**config.mk**
```make
export PLATFORM = sky130hd
export DESIGN_NAME = updown_mod_counter
export DESIGN_NICKNAME = d
export VERILOG_FILES = /design/src/rtl/updown_cnt_pkg.sv /design/src/rtl/cnt_step.sv /design/src/rtl/updown_mod_counter.sv
export SDC_FILE = /design/constraint.sdc
export NUM_CORES = 1
export LEC_CHECK = 0
export CORE_AREA = 2 2 39 41
export CTS_CLUSTER_DIAMETER = 100
export CTS_CLUSTER_SIZE = 24
export DETAILED_ROUTE_END_ITERATION = 6
export DIE_AREA = 0 0 41 43
export HOLD_SLACK_MARGIN = 0.12
export PLACE_DENSITY = 0.54
export SLEW_MARGIN = 20
export SYNTH_ARGS = -nofsm -noshare
export SYNTH_HDL_FRONTEND = slang
export SYNTH_SLANG_ARGS = --single-unit
```
**constraint.sdc**
```tcl
create_clock -name clk -period 2 [get_ports clk]
set_clock_uncertainty 0.15 [all_clocks]
set_input_delay 0.2 -clock clk [delete_from_list [all_inputs] [get_ports clk]]
set_output_delay 0.2 -clock clk [all_outputs]
set_load 0.01 [all_outputs]
```
**src/rtl/updown_cnt_pkg.sv**
```systemverilog
// Shared definitions for the up/down modulo counter.
//   DIR_UP / DIR_DN : encoding of the up_dn input.
//   next_count()    : one count step computed in CNT_XW bits (WIDTH+1 or wider).
//                     Supported counter widths are 1..CNT_MAXW.
//                     The caller zero-extends its count into CNT_XW bits and uses the low WIDTH bits.
package updown_cnt_pkg;

  localparam logic DIR_UP = 1'b1;
  localparam logic DIR_DN = 1'b0;

  // Widest counter the step function supports. One extra bit of headroom lets
  // a modulus of 2**WIDTH be represented, so the top of range is computed without truncation.
  localparam int CNT_MAXW = 32;
  localparam int CNT_XW   = CNT_MAXW + 1;

  localparam logic [CNT_XW-1:0] ONE_X  = CNT_XW'(1);
  localparam logic [CNT_XW-1:0] ZERO_X = '0;

  // Step the count by one in direction up_dn within 0..mod-1.
  // sat=1 holds at the end of the range instead of wrapping.
  function automatic logic [CNT_XW-1:0] next_count(
    input logic [CNT_XW-1:0] count,
    input logic              up_dn,
    input logic [CNT_XW-1:0] mod,
    input logic              sat
  );
    logic [CNT_XW-1:0] res;
    res = count;
    if (up_dn == DIR_UP) begin
      if (count == mod - ONE_X) res = sat ? count : ZERO_X;
      else                      res = count + ONE_X;
    end else if (up_dn == DIR_DN) begin
      if (count == ZERO_X)      res = sat ? count : mod - ONE_X;
      else                      res = count - ONE_X;
    end
    return res;
  endfunction

endpackage

```
**src/rtl/cnt_step.sv**
```systemverilog
// Combinational next-state logic for updown_mod_counter.
// Build option: define UPDOWN_CNT_SATURATE_EN to hold at the range ends
// instead of wrapping (load clamping is the same in both builds).
// Ports:
//   count     in   WIDTH  current registered count
//   up_dn     in   1      1 = up, 0 = down
//   en        in   1      count enable
//   load      in   1      parallel load request (overrides en)
//   load_val  in   WIDTH  load value, clamped to MOD-1
//   nxt       out  WIDTH  value the count register takes on the next edge
//   tc        out  1      terminal count: next edge wraps (or saturates)
module cnt_step
  import updown_cnt_pkg::*;
#(
  parameter int WIDTH = 4,
  parameter int MOD   = 16
) (
  input  logic [WIDTH-1:0] count,
  input  logic             up_dn,
  input  logic             en,
  input  logic             load,
  input  logic [WIDTH-1:0] load_val,
  output logic [WIDTH-1:0] nxt,
  output logic             tc
);

  localparam logic [CNT_XW-1:0] MOD_X = CNT_XW'(MOD);

`ifdef UPDOWN_CNT_SATURATE_EN
  localparam logic SAT = 1'b1;
`else
  localparam logic SAT = 1'b0;
`endif

  logic [CNT_XW-1:0] cnt_x;
  logic [CNT_XW-1:0] lval_x;
  logic [CNT_XW-1:0] step_x;
  logic [CNT_XW-1:0] nxt_x;
  logic              at_end;
  logic              unused_hi;

  always_comb begin
    cnt_x               = '0;
    cnt_x[WIDTH-1:0]    = count;
    lval_x              = '0;
    lval_x[WIDTH-1:0]   = load_val;

    at_end = (up_dn == DIR_UP) ? (cnt_x == MOD_X - ONE_X) : (cnt_x == ZERO_X);
    tc     = en & ~load & at_end;

    step_x = next_count(cnt_x, up_dn, MOD_X, SAT);

    if (load) begin
      // Out-of-range load values clamp to the top of the range.
      nxt_x = (lval_x >= MOD_X) ? (MOD_X - ONE_X) : lval_x;
    end else if (en) begin
      nxt_x = step_x;
    end else begin
      nxt_x = cnt_x;
    end
  end

  assign nxt = nxt_x[WIDTH-1:0];

  // Upper bits are always zero because every result is < MOD <= 2**WIDTH.
  assign unused_hi = ^nxt_x[CNT_XW-1:WIDTH];

endmodule

```
**src/rtl/updown_mod_counter.sv**
```systemverilog
// Parametrised up/down modulo counter with enable, parallel load,
// terminal-count flag and a registered wrap pulse.
// Build option: UPDOWN_CNT_SATURATE_EN selects saturating instead of wrapping
// (see cnt_step); wrap then marks a saturation hit.
// Parameters: WIDTH (1..32), MOD (2..2**WIDTH), RST_VAL (< MOD).
// Ports:
//   clk       in   1      rising-edge clock
//   reset     in   1      asynchronous active-high reset
//   en        in   1      count enable
//   up_dn     in   1      1 = count up, 0 = count down
//   load      in   1      synchronous load (priority over en)
//   load_val  in   WIDTH  load value
//   count     out  WIDTH  registered count
//   tc        out  1      terminal count (combinational)
//   wrap      out  1      one-cycle pulse following a tc edge
module updown_mod_counter
  import updown_cnt_pkg::*;
#(
  parameter int WIDTH   = 4,
  parameter int MOD     = 16,
  parameter int RST_VAL = 0
) (
  input  logic             clk,
  input  logic             reset,
  input  logic             en,
  input  logic             up_dn,
  input  logic             load,
  input  logic [WIDTH-1:0] load_val,
  output logic [WIDTH-1:0] count,
  output logic             tc,
  output logic             wrap
);

  logic [WIDTH-1:0] nxt;

  cnt_step #(
    .WIDTH (WIDTH),
    .MOD   (MOD)
  ) u_step (
    .count    (count),
    .up_dn    (up_dn),
    .en       (en),
    .load     (load),
    .load_val (load_val),
    .nxt      (nxt),
    .tc       (tc)
  );

  always_ff @(posedge clk or posedge reset) begin
    if (reset) begin
      count <= WIDTH'(RST_VAL);
      wrap  <= 1'b0;
    end else begin
      count <= nxt;
      // tc is already gated by en and load, so this covers hold and load edges.
      wrap  <= tc;
    end
  end

endmodule

```
==> results.md, run 1 <==
* Status: complete, no violations
* Fraction of registers with async set/reset at 1.000
* Vias at 392
* Post-DP HPWL at 750.9 um
* Arr. time, crit path at 1.47 ns
* Slew Limit Fails at 0
* Gr usage total at 0.1377
* Area leader, netlist: dfrtp_1
* Synth cell count leaders: 5 x dfrtp_1, 4 x inv_1, 4 x nand2_1, 4 x o21ai_0, 3 x a21oi_1
* CP Max Fanout at 2
* Count of final hold-check violations at 0
* Pwr Density at 671.6 nW/um2
* Synth Warn # at 0
* Initial drt markers at 6
* Net count after synthesis at 54
* Seq cells post-synth at 5
* Cell with the most instances after synthesis: dfrtp_1
* Final RePlAce weighted congestion at 0.7303
* Fill cells at 148
* CTS root buffer: clkbuf_4
* Synth Flop Type: dfrtp_1
* Latest clock arrival within the worst-skew pair at 0.25 ns
* Max stage delay on crit path at 0.37 ns
* Final setup fails at 0
* Clock Sinks at 5
* First-pass GRT wire length at 1593 um
* Die height at 43 um
* Worst setup EP type: primary output
* Clock-pin slew on the worst setup and hold paths at 0.04 ns
* Vias in the first global route at 379
* Vias/cell at 4.558
* IO Port Bufs at 14
* Routed length per instance at 10.83 um
* CTS tree: yes
* CP top delay family: flip-flops
* CP max stage cell: dfrtp_1
* Period utilisation layout at 0.9091
* Drt first pass iters at 2
* Min Tclk post-route at 1.818 ns
* DP Area at 598.1 um2
* CP required at 1.65 ns
* FMAX at 550.0 MHz
* Ranking of synthesized cells by area: dfrtp_1 33%, ha_1 6.6%, o21ai_0 5.3%
* Post-synth EDFFs at 0
* Buf/Inv on CP at 2
* Number of antenna violations at the first check in global routing at 0
* Max IR drop VDD at 0.3277 mV
* Finished Cell Area at 644.4 um2
* Startpoint types: flop
* Die area at 1763 um2
* Num CTS Buffers at 3
* Max Root-Sink Buffers at 2
* IO Pins at 15
* Die width at 41 um
* Worst Max-Slew Pin Slew at 0.2131 ns
* CTS HTree Levels at 1
* Fin cells at 86
* Starting Density at 0.2731
* Rel. slew slack at 0.8580
* Syn Inst Count at 43
* Wirelength, routed at 931 um
* Worst-path cell chain: inv_1 -> ha_1 -> nor3b_4 -> nand2_1 -> a21oi_2 -> clkbuf_2
* Yosys cell types at 24
* Overall power at 432.7 uW
* Sequential element share of the synthesized area at 0.3311
* CP Class: flop to primary output
* Remaining antenna violation count at 0
* Fin nets at 82
* Pleak at 0.2863 nW
* Max-Cap Viols at 0
* N_diodes at 0
* DRC viols at 0
* Placed cells at 81
* Min-Delay Path Class: input port to flop
* Largest net degree at the start of global routing at 8
* GRT overflow at 0
* Row count at 14
* Fraction of layout cells with a size suffix above 1 at 0.3000
* Post-synth top area share at 0.3311
* Avg Synthesized Cell Area at 8.787 um2
* CORE AREA at 1384 um2
* RSZ-0062 raised after global routing: false
* Synth-to-Final Area Change at 70.53%
* Post-Syn Area at 377.9 um2
[power by group]
group / switching, mW / total, mW / internal [mW]
Sequential: 0.0114 / 0.125 / 0.113
Combinational: 0.0794 / 0.188 / 0.109
Clock: 0.0443 / 0.120 / 0.0756
[sequential cells by signal, indices dropped and copies added, names as in the netlist]
name,cells
count,4
wrap,1
[metal layers]
metal,vias up,wire [um],global-route usage
met3,3,66,0.06283
met4,0,16,0.04000
li1,207,-,-
met2,13,432,0.1938
met1,169,415,0.1848
met5,-,0,0
[worst min-delay path, delay by kind of cell]
family                 cells  cell delay (ns)
buffers and inverters      1             0.39
AO/OA/AOI/OAI              1             0.06
AND/OR/NAND/NOR            1             0.05
[layout make-up]
cell class | instances | area, um2 | area share
multi-input combinational | 31 | 234.0 | 0.3631
timing repair buffer | 25 | 220.2 | 0.3417
sequential | 5 | 125.1 | 0.1942
clock buffer | 4 | 26.28 | 0.04078
tap | 16 | 20.02 | 0.03107
inverter | 5 | 18.77 | 0.02913
[final timing paths]
kind                             startpoint  endpoint  slack (ns)  cells after the start
worst max-delay path               count[0]        tc        0.18                      6
worst min-delay path            load_val[2]  count[2]        0.36                      3
worst max register to register     count[0]  count[2]        0.32                      7
worst min register to register     count[2]      wrap        0.49                      3
max in group asynchronous             reset  count[1]        0.98                      3
min in group asynchronous             reset      wrap        0.55                      3
[stage by stage]
step	worst slack, ns	hold WS (ns)	TNS, ns	utilization
global placement	-0.07756	0.2595	-0.07756	0.4322
detailed placement	-0.06524	0.2703	-0.06524	0.4322
CTS	0.02465	0.3572	0	0.4611
global route	0.05783	0.4057	0	0.4656
floorplan	0.3215	-0.1715	0	-
finish	0.1818	0.3559	0	0.4656
[cells by family after synthesis]
| family | count (synthesis) | synth area share |
|---|---|---|
| fa+ha+maj | 2 | 0.06621 |
| flops | 5 | 0.3311 |
| buf+inv | 7 | 0.08937 |
| xor+xnor | 2 | 0.04637 |
| mux | 3 | 0.09601 |
| simple gates | 11 | 0.1490 |
| compound gates | 13 | 0.2218 |
[timing repair]
item / in CTS / in global routing
resized for setup: 2 / 4
pin swaps: 0 / 0
setup buffers: 0 / 0
hold endpoints to repair: 5 / 0
hold buffers: 1 / 0
setup endpoints to repair: 1 / 1
[cells in the final DEF, fill, tap and decap left out, types with 2 or more instances in the layout]
cell,instances
a21oi_1,2
a31oi_1,2
buf_4,10
clkbuf_4,3
clkdlybuf4s50_1,13
dfrtp_1,5
ha_1,2
inv_1,4
nand2_1,4
nand4_1,2
o21ai_0,4
xnor2_1,2
Note: power is estimated with default switching activity, not from simulation.
==> inputs of run 2 (changes only) <==
--- a/config.mk
+++ b/config.mk
@@ -5,6 +5,7 @@
 export SDC_FILE = /design/constraint.sdc
 export NUM_CORES = 1
 export LEC_CHECK = 0
+export CAP_MARGIN = 20
 export CORE_AREA = 2 2 39 41
 export CTS_CLUSTER_DIAMETER = 100
 export CTS_CLUSTER_SIZE = 24
==> results of run 2 <==
No change in the layout: final DEF, timing and power equal those of run 1.
==> inputs of run 3 (changes only) <==
--- a/config.mk
+++ b/config.mk
@@ -5,7 +5,6 @@
 export SDC_FILE = /design/constraint.sdc
 export NUM_CORES = 1
 export LEC_CHECK = 0
-export CAP_MARGIN = 20
 export CORE_AREA = 2 2 39 41
 export CTS_CLUSTER_DIAMETER = 100
 export CTS_CLUSTER_SIZE = 24
==> results of run 3 <==
No change in the layout: final DEF, timing and power equal those of run 1.
